--- src/rtl/button_conditioner.sv ---
// button_conditioner: per-channel synchroniser and debounce FSM with settle counter,
// producing a clean level, rise/fall pulses and hold-to-auto-repeat pulses.
module button_conditioner #(
    parameter int             CH         = 5,
    parameter int             CW         = 16,
    parameter logic [CW-1:0]  N          = 16'hffff,
    parameter int             SYNC       = 2,
    parameter bit             RPT_EN     = 1'b1,
    parameter int             TDW        = 24,
    parameter logic [TDW-1:0] TICK_DIV   = 24'd1_000_000,
    parameter logic [7:0]     HOLD_TICKS = 8'd50,
    parameter logic [7:0]     REP_TICKS  = 8'd10
) (
    input  logic          clk,
    input  logic          rst,
    input  logic [CH-1:0] i,
    output logic [CH-1:0] y,
    output logic [CH-1:0] rise,
    output logic [CH-1:0] fall,
    output logic [CH-1:0] rpt
);
    typedef enum logic [1:0] {
        LOW    = 2'b00,
        LOW_P  = 2'b01,
        HIGH   = 2'b11,
        HIGH_P = 2'b10
    } state_t;

    logic [SYNC-1:0][CH-1:0] sync_q, sync_d;
    state_t                  state_q [CH];
    state_t                  state_d [CH];
    logic [CW-1:0]           c_q [CH];
    logic [CW-1:0]           c_d [CH];
    logic [7:0]              hc_q [CH];
    logic [7:0]              hc_d [CH];
    logic [CH-1:0]           rise_q, rise_d, fall_q, fall_d, rpt_q, rpt_d, ph_q, ph_d;
    logic [CH-1:0]           s, y_cur, y_nxt, adv, wrap;
    logic [TDW-1:0]          div_q, div_d;
    logic                    tick_q, tick_d;

    always_comb begin
        sync_d = {sync_q[SYNC-2:0], i};
        s      = sync_q[SYNC-1];
        tick_d = (div_q == TICK_DIV - 1'b1);
        div_d  = tick_d ? '0 : div_q + 1'b1;
        for (int k = 0; k < CH; k++) begin
            state_d[k] = state_q[k];
            case (state_q[k])
                LOW:     state_d[k] = s[k] ? LOW_P : LOW;
                LOW_P:   state_d[k] = !s[k] ? LOW : (c_q[k] == N) ? HIGH : LOW_P;
                HIGH:    state_d[k] = s[k] ? HIGH : HIGH_P;
                default: state_d[k] = s[k] ? HIGH : (c_q[k] == N) ? LOW : HIGH_P;
            endcase
            y_cur[k]  = state_q[k][1];
            y_nxt[k]  = state_d[k][1];
            c_d[k]    = (^state_q[k] && state_d[k] == state_q[k]) ? c_q[k] + 1'b1 : '0;
            rise_d[k] = y_nxt[k] & ~y_cur[k];
            fall_d[k] = ~y_nxt[k] & y_cur[k];
            // Ticks count only while held and settled; the rise cycle itself restarts the hold.
            adv[k]    = tick_q & y_cur[k] & y_nxt[k] & ~rise_q[k];
            wrap[k]   = adv[k] && (hc_q[k] + 8'd1 == (ph_q[k] ? REP_TICKS : HOLD_TICKS));
            rpt_d[k]  = rise_d[k] | (RPT_EN & wrap[k]);
            hc_d[k]   = (!y_nxt[k] || !y_cur[k] || wrap[k]) ? 8'd0 : adv[k] ? hc_q[k] + 8'd1 : hc_q[k];
            ph_d[k]   = (!y_nxt[k] || !y_cur[k]) ? 1'b0 : wrap[k] | ph_q[k];
        end
    end

    always_ff @(posedge clk or posedge rst) begin
        if (rst) begin
            sync_q <= '0;
            div_q  <= '0;
            tick_q <= 1'b0;
            rise_q <= '0;
            fall_q <= '0;
            rpt_q  <= '0;
            ph_q   <= '0;
            for (int k = 0; k < CH; k++) begin
                state_q[k] <= LOW;
                c_q[k]     <= '0;
                hc_q[k]    <= '0;
            end
        end else begin
            sync_q <= sync_d;
            div_q  <= div_d;
            tick_q <= tick_d;
            rise_q <= rise_d;
            fall_q <= fall_d;
            rpt_q  <= rpt_d;
            ph_q   <= ph_d;
            for (int k = 0; k < CH; k++) begin
                state_q[k] <= state_d[k];
                c_q[k]     <= c_d[k];
                hc_q[k]    <= hc_d[k];
            end
        end
    end

    assign y    = y_cur;
    assign rise = rise_q;
    assign fall = fall_q;
    assign rpt  = rpt_q;
endmodule
--- config.mk ---
export PLATFORM = sky130hd
export DESIGN_NAME = button_conditioner
export DESIGN_NICKNAME = d
export VERILOG_FILES = /design/src/rtl/button_conditioner.sv
export SDC_FILE = /design/constraint.sdc
export NUM_CORES = 1
export LEC_CHECK = 0
export CORE_MARGIN = 1.5
export CORE_UTILIZATION = 63
export CTS_BUF_LIST = sky130_fd_sc_hd__clkbuf_4 sky130_fd_sc_hd__clkbuf_8
export DETAILED_ROUTE_END_ITERATION = 12
export GPL_TIMING_DRIVEN = 0
export PLACE_DENSITY_LB_ADDON = 0.12
export SLEW_MARGIN = 25
export SYNTH_ARGS = -nofsm -noshare
export SYNTH_HDL_FRONTEND = slang
export SYNTH_SLANG_ARGS = --single-unit
--- constraint.sdc ---
create_clock -name clk -period 9.3 [get_ports clk]
set_input_delay 1.395 -clock clk [delete_from_list [all_inputs] [get_ports clk]]
set_output_delay 1.395 -clock clk [all_outputs]
set_load 0.02 [all_outputs]
==> results_dict.tcl, run 1 <==
set metrics [dict create \
    status "finished clean" \
    end_kind "primary output" \
    multi_input_area_um2 4780 \
    antenna_found_initial 0 \
    layout-drive-gt1-share_pct 6.94 \
    setup_tns_ns 0 \
    synth.most_common_cell "dfrtp_1" \
    h-tree-depth 4 \
    coreArea_um2 15100 \
    holdWs_ns 0.361 \
    wl_per_cell_um 13.7 \
    chipWidth_um 127 \
    seq_area_um2 4630 \
    clock_skew_ns 0.0132 \
    dieArea_um2 16200 \
    grt_start_max_net_pins 68 \
    grt_pass1_vias 6588 \
    setup_violations 0 \
    startpoint_type "register" \
    yosys-top-cells-area "dfrtp_1 (48%), ha_1 (7.1%), xor2_1 (6.1%), nor2_1 (5.4%), xnor2_1 (5.3%)" \
    p_leak_nw 4.56 \
    ys_ff_latch 185 \
    slew_headroom_pct 51.2 \
    syn_nets 1039 \
    post-synth-top-area-cell "dfrtp_1" \
    avgSynthCellArea_um2 9.96 \
    timing.fmax_mhz 320 \
    grt_overflow_total 0 \
    holdCritPathClass "register to register" \
    synthFlopType "dfrtp_1" \
    r2r_cells 9 \
    maxCapViolCount 0 \
    synthDistinctLibCells 73 \
    cp.arrival_ns 1.73 \
    cts.clk_slew.worst_paths_ns 0.10 \
    cts_made_buffers 17 \
    synth_cells 977 \
    rrSetupSlack_ns 6.27 \
    crit_start "y[0]" \
    final_area_um2 10700 \
    endpoint "y[0]" \
    wl_um 16800 \
    drc_errors 0 \
    path_class "register to primary output" \
    rr_endpoint "c_q[20]" \
    synth_edf_count 0 \
    synth_area_um2 9730 \
    min_period_over_period_pct 33.6 \
    cts_sinks 185 \
    place.port_buffers 26 \
    vias 6885 \
    netlist_top_cells_count "dfrtp_1 (185), nor2_1 (140), nand3_1 (80)" \
    place_area_um2 10300 \
    powerDensity_nw_per_um2 132 \
    drt_iter0_drc 321 \
    worstMarginPinSlew_ns 0.726 \
    async_flop_share_pct 100 \
    cts_hold_buf 0 \
    yosys.area.top_type_share_pct 47.6 \
    cts_tree "yes" \
    io_pins 27 \
    die_h_um 127 \
    synth_seq_area_share_pct 47.6 \
    initial_core_util_pct 64.2 \
    nets 1086 \
    area_delta_synth_final_pct 9.66 \
    nFillCells 1166 \
    crit_required_ns 7.91 \
    gp_congestion 0.854 \
    grt_pass1_wl_um 30200 \
    viasPerCell 5.62 \
    peakVddDrop_v 0.0000988 \
    clk_latency_ns 0.47 \
    rsz0062_at_grt "false" \
    row_count 45 \
    grt_use_total_pct 23.0 \
    hold_violations 0 \
    cts_root_buffer "clkbuf_8" \
    cts_resized 0 \
    drtAntennaViolNets 0 \
    yosys_warnings 0 \
    diodes 0 \
    period_needed_ns 3.13 \
    clockBufferDepth 2 \
    cts_setup_buffers 0 \
    reg2reg_from "y[3]" \
    slew_viol_final 0 \
    crit_fanout 7 \
    hpwl_um 11700 \
    drtPass1Iterations 5 \
]
-- worst min path at each step --
stage	startpoint	to	slack, ns	depth (start not counted)
floorplan	sync_d[5]	s[0]	0.33	0
CTS	sync_d[5]	s[0]	0.36	0
global placement	sync_d[5]	s[0]	0.33	0
global route	sync_d[5]	s[0]	0.37	0
finish	sync_d[8]	s[3]	0.36	0
detailed placement	sync_d[9]	s[4]	0.34	0
-- cell type report --
type / instances / share of cell area (%)
multi-input combinational: 716 / 44.8
sequential: 185 / 43.4
timing repair buffer: 28 / 2.96
clock buffer: 22 / 2.72
tap: 188 / 2.20
inverter: 46 / 1.69
buffer: 30 / 1.35
clock inverter: 10 / 0.856
-- critical path, stage by stage (launching register included) --
cell	delay [ns]
dfrtp_1	0.51
buf_4	0.16
clkdlybuf4s50_1	0.59
-- flip-flops by register name, indices dropped and copies added (netlist names) --
name,cells
rise,5
fall,5
c_q,80
state_q,5
hc_q,40
ph_q,5
y,5
tick_q,1
rpt,5
s,5
div_q,24
sync_d,5
-- per-stage QoR --
stage	instances	util (%)	setup WS (ns)	power, W
floorplan	977	-	2.88	0.000879
global placement	1191	67.5	0.541	0.000897
detailed placement	1193	67.9	6.25	0.000903
CTS	1225	70.4	6.14	0.00142
global route	1225	70.4	6.00	0.00147
finish	1225	70.4	6.17	0.00141
-- power by group --
part	switching, W	leakage, nW	internal (W)
registers	0.0000103	2.53	0.000814
clock network	0.000282	0.196	0.000239
logic	0.0000432	1.83	0.0000176
total	0.000336	4.56	0.00107
-- cell usage in the layout (no fill, tap or decap), drive strengths merged, types with 3 or more instances in the layout --
cell type and instances:
a21boi 5, a21oi 17, a311oi 4, a31o 3, a31oi 5, and2 10
and3 35, and4 5, buf 10, clkbuf 44, clkdlybuf4s50 26, clkinv 6
dfrtp 185, ha 55, inv 47, mux2i 4, nand2 53, nand2b 4
nand3 80, nand3b 11, nand4 28, nand4b 5, nor2 140, nor2b 7
nor3 22, nor4 7, nor4b 3, o211ai 3, o21a 3, o21ai 24
o31ai 4, o41a 3, or2 7, or3 19, or3b 3, xnor2 59
xor2 68
-- kinds of logic (layout without fill, tap and decap cells) --
logic type / Yosys count / after routing / share of synthesized area, %
fa+ha+maj: 55 / 55 / 7.07
compound gates: 85 / 85 / 6.56
buf+inv: 76 / 136 / 3.25
xor+xnor: 127 / 127 / 11.4
flops: 185 / 185 / 47.6
mux: 5 / 5 / 0.527
simple gates: 444 / 444 / 23.6
-- routing by layer --
layer / wire length [um] / up-vias / global-route usage, % / share of wire [%]
li1: - / 3433 / - / -
met1: 8280 / 3345 / 32.0 / 49
met2: 7820 / 83 / 36.6 / 47
met3: 452 / 24 / 4.98 / 2.7
met4: 256 / 0 / 6.62 / 1.5
met5: 0 / - / 0 / 0
Note: power is estimated with default switching activity, not from simulation.
==> inputs of run 2 (changes only) <==
- clock period: 9.3 -> 3.15 ns (I/O delays scaled with it)
==> run 2 against run 1 <==
Against the previous run: clock power increased to 3.0 times the previous value; utilization increased by 0.55 points; via count decreased by 1.2%; count of clock-buffer cells in the layout decreased by 5; critical path depth increased by 7; sequential share of layout area decreased by 0.34 points; routed wire length decreased by 0.45%; hold slack got worse by 0.0016 ns; clock skew increased by 0.0043 ns.
==> results_dict.tcl, run 2 (synthesis gave the netlist of run 1 again) <==
set metrics [dict create \
    cts_setup_buffers 0 \
    r2r_cells 9 \
    antenna_found_initial 0 \
    final_cell_mix "dfrtp_1 (185), nor2_1 (140), nand3_1 (80)" \
    instances_no_fill 1227 \
    grt_pass1_vias 6422 \
    layout-drive-gt1-share_pct 7.41 \
    cts_tree "yes" \
    area_delta_synth_final_pct 10.5 \
    critical_path_buf_inv_count 1 \
    hold_violations 0 \
    end_kind "register" \
    min_period_over_period_pct 89.0 \
    final_common_cell "dfrtp_1" \
    grt_pass1_wl_um 29400 \
    powerDensity_nw_per_um2 392 \
    cp_top_family "simple AND/OR/NAND/NOR gates" \
    status "finished clean" \
    crit_required_ns 3.51 \
    peakVddDrop_v 0.000319 \
    crit_cells 9 \
    holdCritPathClass "register to register" \
    cts_hold_buf 0 \
    drc_errors 0 \
    period_needed_ns 2.80 \
    grt_start_max_net_pins 32 \
    dp_worst_setup_slack_ns 0.0672 \
    dp.cells 1197 \
    drtPass1Iterations 4 \
    path_class "register to register" \
    rr_endpoint "c_q[73]" \
    h-tree-depth 4 \
    cts.clk_slew.worst_paths_ns 0.10 \
    nets 1088 \
    slowest_delay_ns 0.41 \
    setup_violations 0 \
    maxCapViolCount 0 \
    p_leak_nw 4.60 \
    nFillCells 1108 \
    gp_congestion 0.876 \
    place.port_buffers 26 \
    path_common_cell "ha_1" \
    slew_viol_final 0 \
    coreArea_um2 15100 \
    hpwl_um 12100 \
    top_regs "c_q (80), hc_q (40), div_q (24)" \
    slew_headroom_pct 46.9 \
    clk_latency_ns 0.49 \
    cts_sinks 185 \
    dieArea_um2 16200 \
    drtAntennaViolNets 0 \
    io_pins 27 \
    worstMarginPinSlew_ns 0.790 \
    drt_iter0_drc 393 \
    crit_start "c_q[64]" \
    wl_um 16700 \
    cts_root_buffer "clkbuf_8" \
    grt_use_total_pct 22.4 \
    crit_fanout 10 \
    path_cells "ha_1 -> nand2_1 -> nor3_2 -> a31o_2 -> and2_1 -> ha_1 -> nand3b_1 -> clkbuf_1 -> nor2_1" \
    cp.arrival_ns 3.16 \
    largest_reg_flops 80 \
    layout_setup_ws_ns 0.346 \
    rrSetupSlack_ns 0.35 \
    multi_input_area_um2 4790 \
    row_count 45 \
    wl_per_cell_um 13.6 \
    vias 6801 \
    timing.fmax_mhz 357 \
    rsz0062_at_grt "false" \
    total_power_w 0.00421 \
    startpoint_type "register" \
    regMostFlops "c_q" \
    viasPerCell 5.54 \
    grt_overflow_total 0 \
    endpoint "c_q[73]" \
    die_h_um 127 \
    seq_area_um2 4630 \
    chipWidth_um 127 \
    initial_core_util_pct 64.2 \
    reg2reg_from "c_q[64]" \
    clock_skew_ns 0.0174 \
    diodes 0 \
    cts_made_buffers 17 \
    clockBufferDepth 2 \
    cpMaxStageDelayCell "dfrtp_1" \
]
## run 2: cell count changes in the layout (fill, tap and decap cells not counted), sizes merged
| cell | previous run | this run |
|---|---|---|
| clkinvlp | 2 | 1 |
| inv | 47 | 53 |
| buf | 10 | 14 |
| clkbuf | 44 | 37 |
## run 2: layout make-up
class	count	share of cell area, %
timing repair buffer	32	3.61
clock inverter	15	1.47
tap	188	2.19
sequential	185	43.1
inverter	46	1.64
multi-input combinational	716	44.6
buffer	28	1.28
clock buffer	17	2.18
## run 2: through the flow
| step | setup TNS, ns | util [%] | hold WS, ns | instance area [um^2] |
|---|---|---|---|---|
| global placement | -204.36 | 67.5 | 0.333 | 10200 |
| finish | 0 | 71.0 | 0.359 | 10800 |
| CTS | 0 | 71.0 | 0.358 | 10700 |
| detailed placement | 0 | 68.4 | 0.336 | 10400 |
| global route | 0 | 71.0 | 0.367 | 10800 |
| floorplan | 0 | - | 0.331 | 9730 |
## run 2: how the worst min path moves through the flow
| stage | startpoint | endpoint | cells past startpoint |
|---|---|---|---|
| global route | sync_d[7] | s[2] | 0 |
| CTS | rst | c_q[78] | 2 |
| global placement | sync_d[6] | s[1] | 0 |
| detailed placement | sync_d[9] | s[4] | 0 |
| floorplan | sync_d[5] | s[0] | 0 |
| finish | sync_d[7] | s[2] | 0 |
## run 2: repair_timing
action                     CTS  global route
resized for setup            0             3
hold endpoints to repair     0             0
setup endpoints to repair    0            23
## run 2: power breakdown
| part | switching [W] | total (W) | internal, W |
|---|---|---|---|
| logic | 0.000125 | 0.000184 | 0.0000589 |
| registers | 0.0000296 | 0.00243 | 0.00240 |
| clock network | 0.000935 | 0.00159 | 0.000659 |
| total | 0.00109 | 0.00421 | 0.00312 |
## run 2: metal layers
| metal | share of wire [%] | up-vias | wire length (um) | GRT usage, % |
|---|---|---|---|---|
| met4 | 1.1 | 0 | 181 | 6.28 |
| met2 | 47 | 66 | 7830 | 36.1 |
| met1 | 50 | 3273 | 8320 | 31.0 |
| met5 | 0 | - | 0 | 0 |
| met3 | 2.4 | 22 | 408 | 4.77 |
| li1 | - | 3440 | - | - |
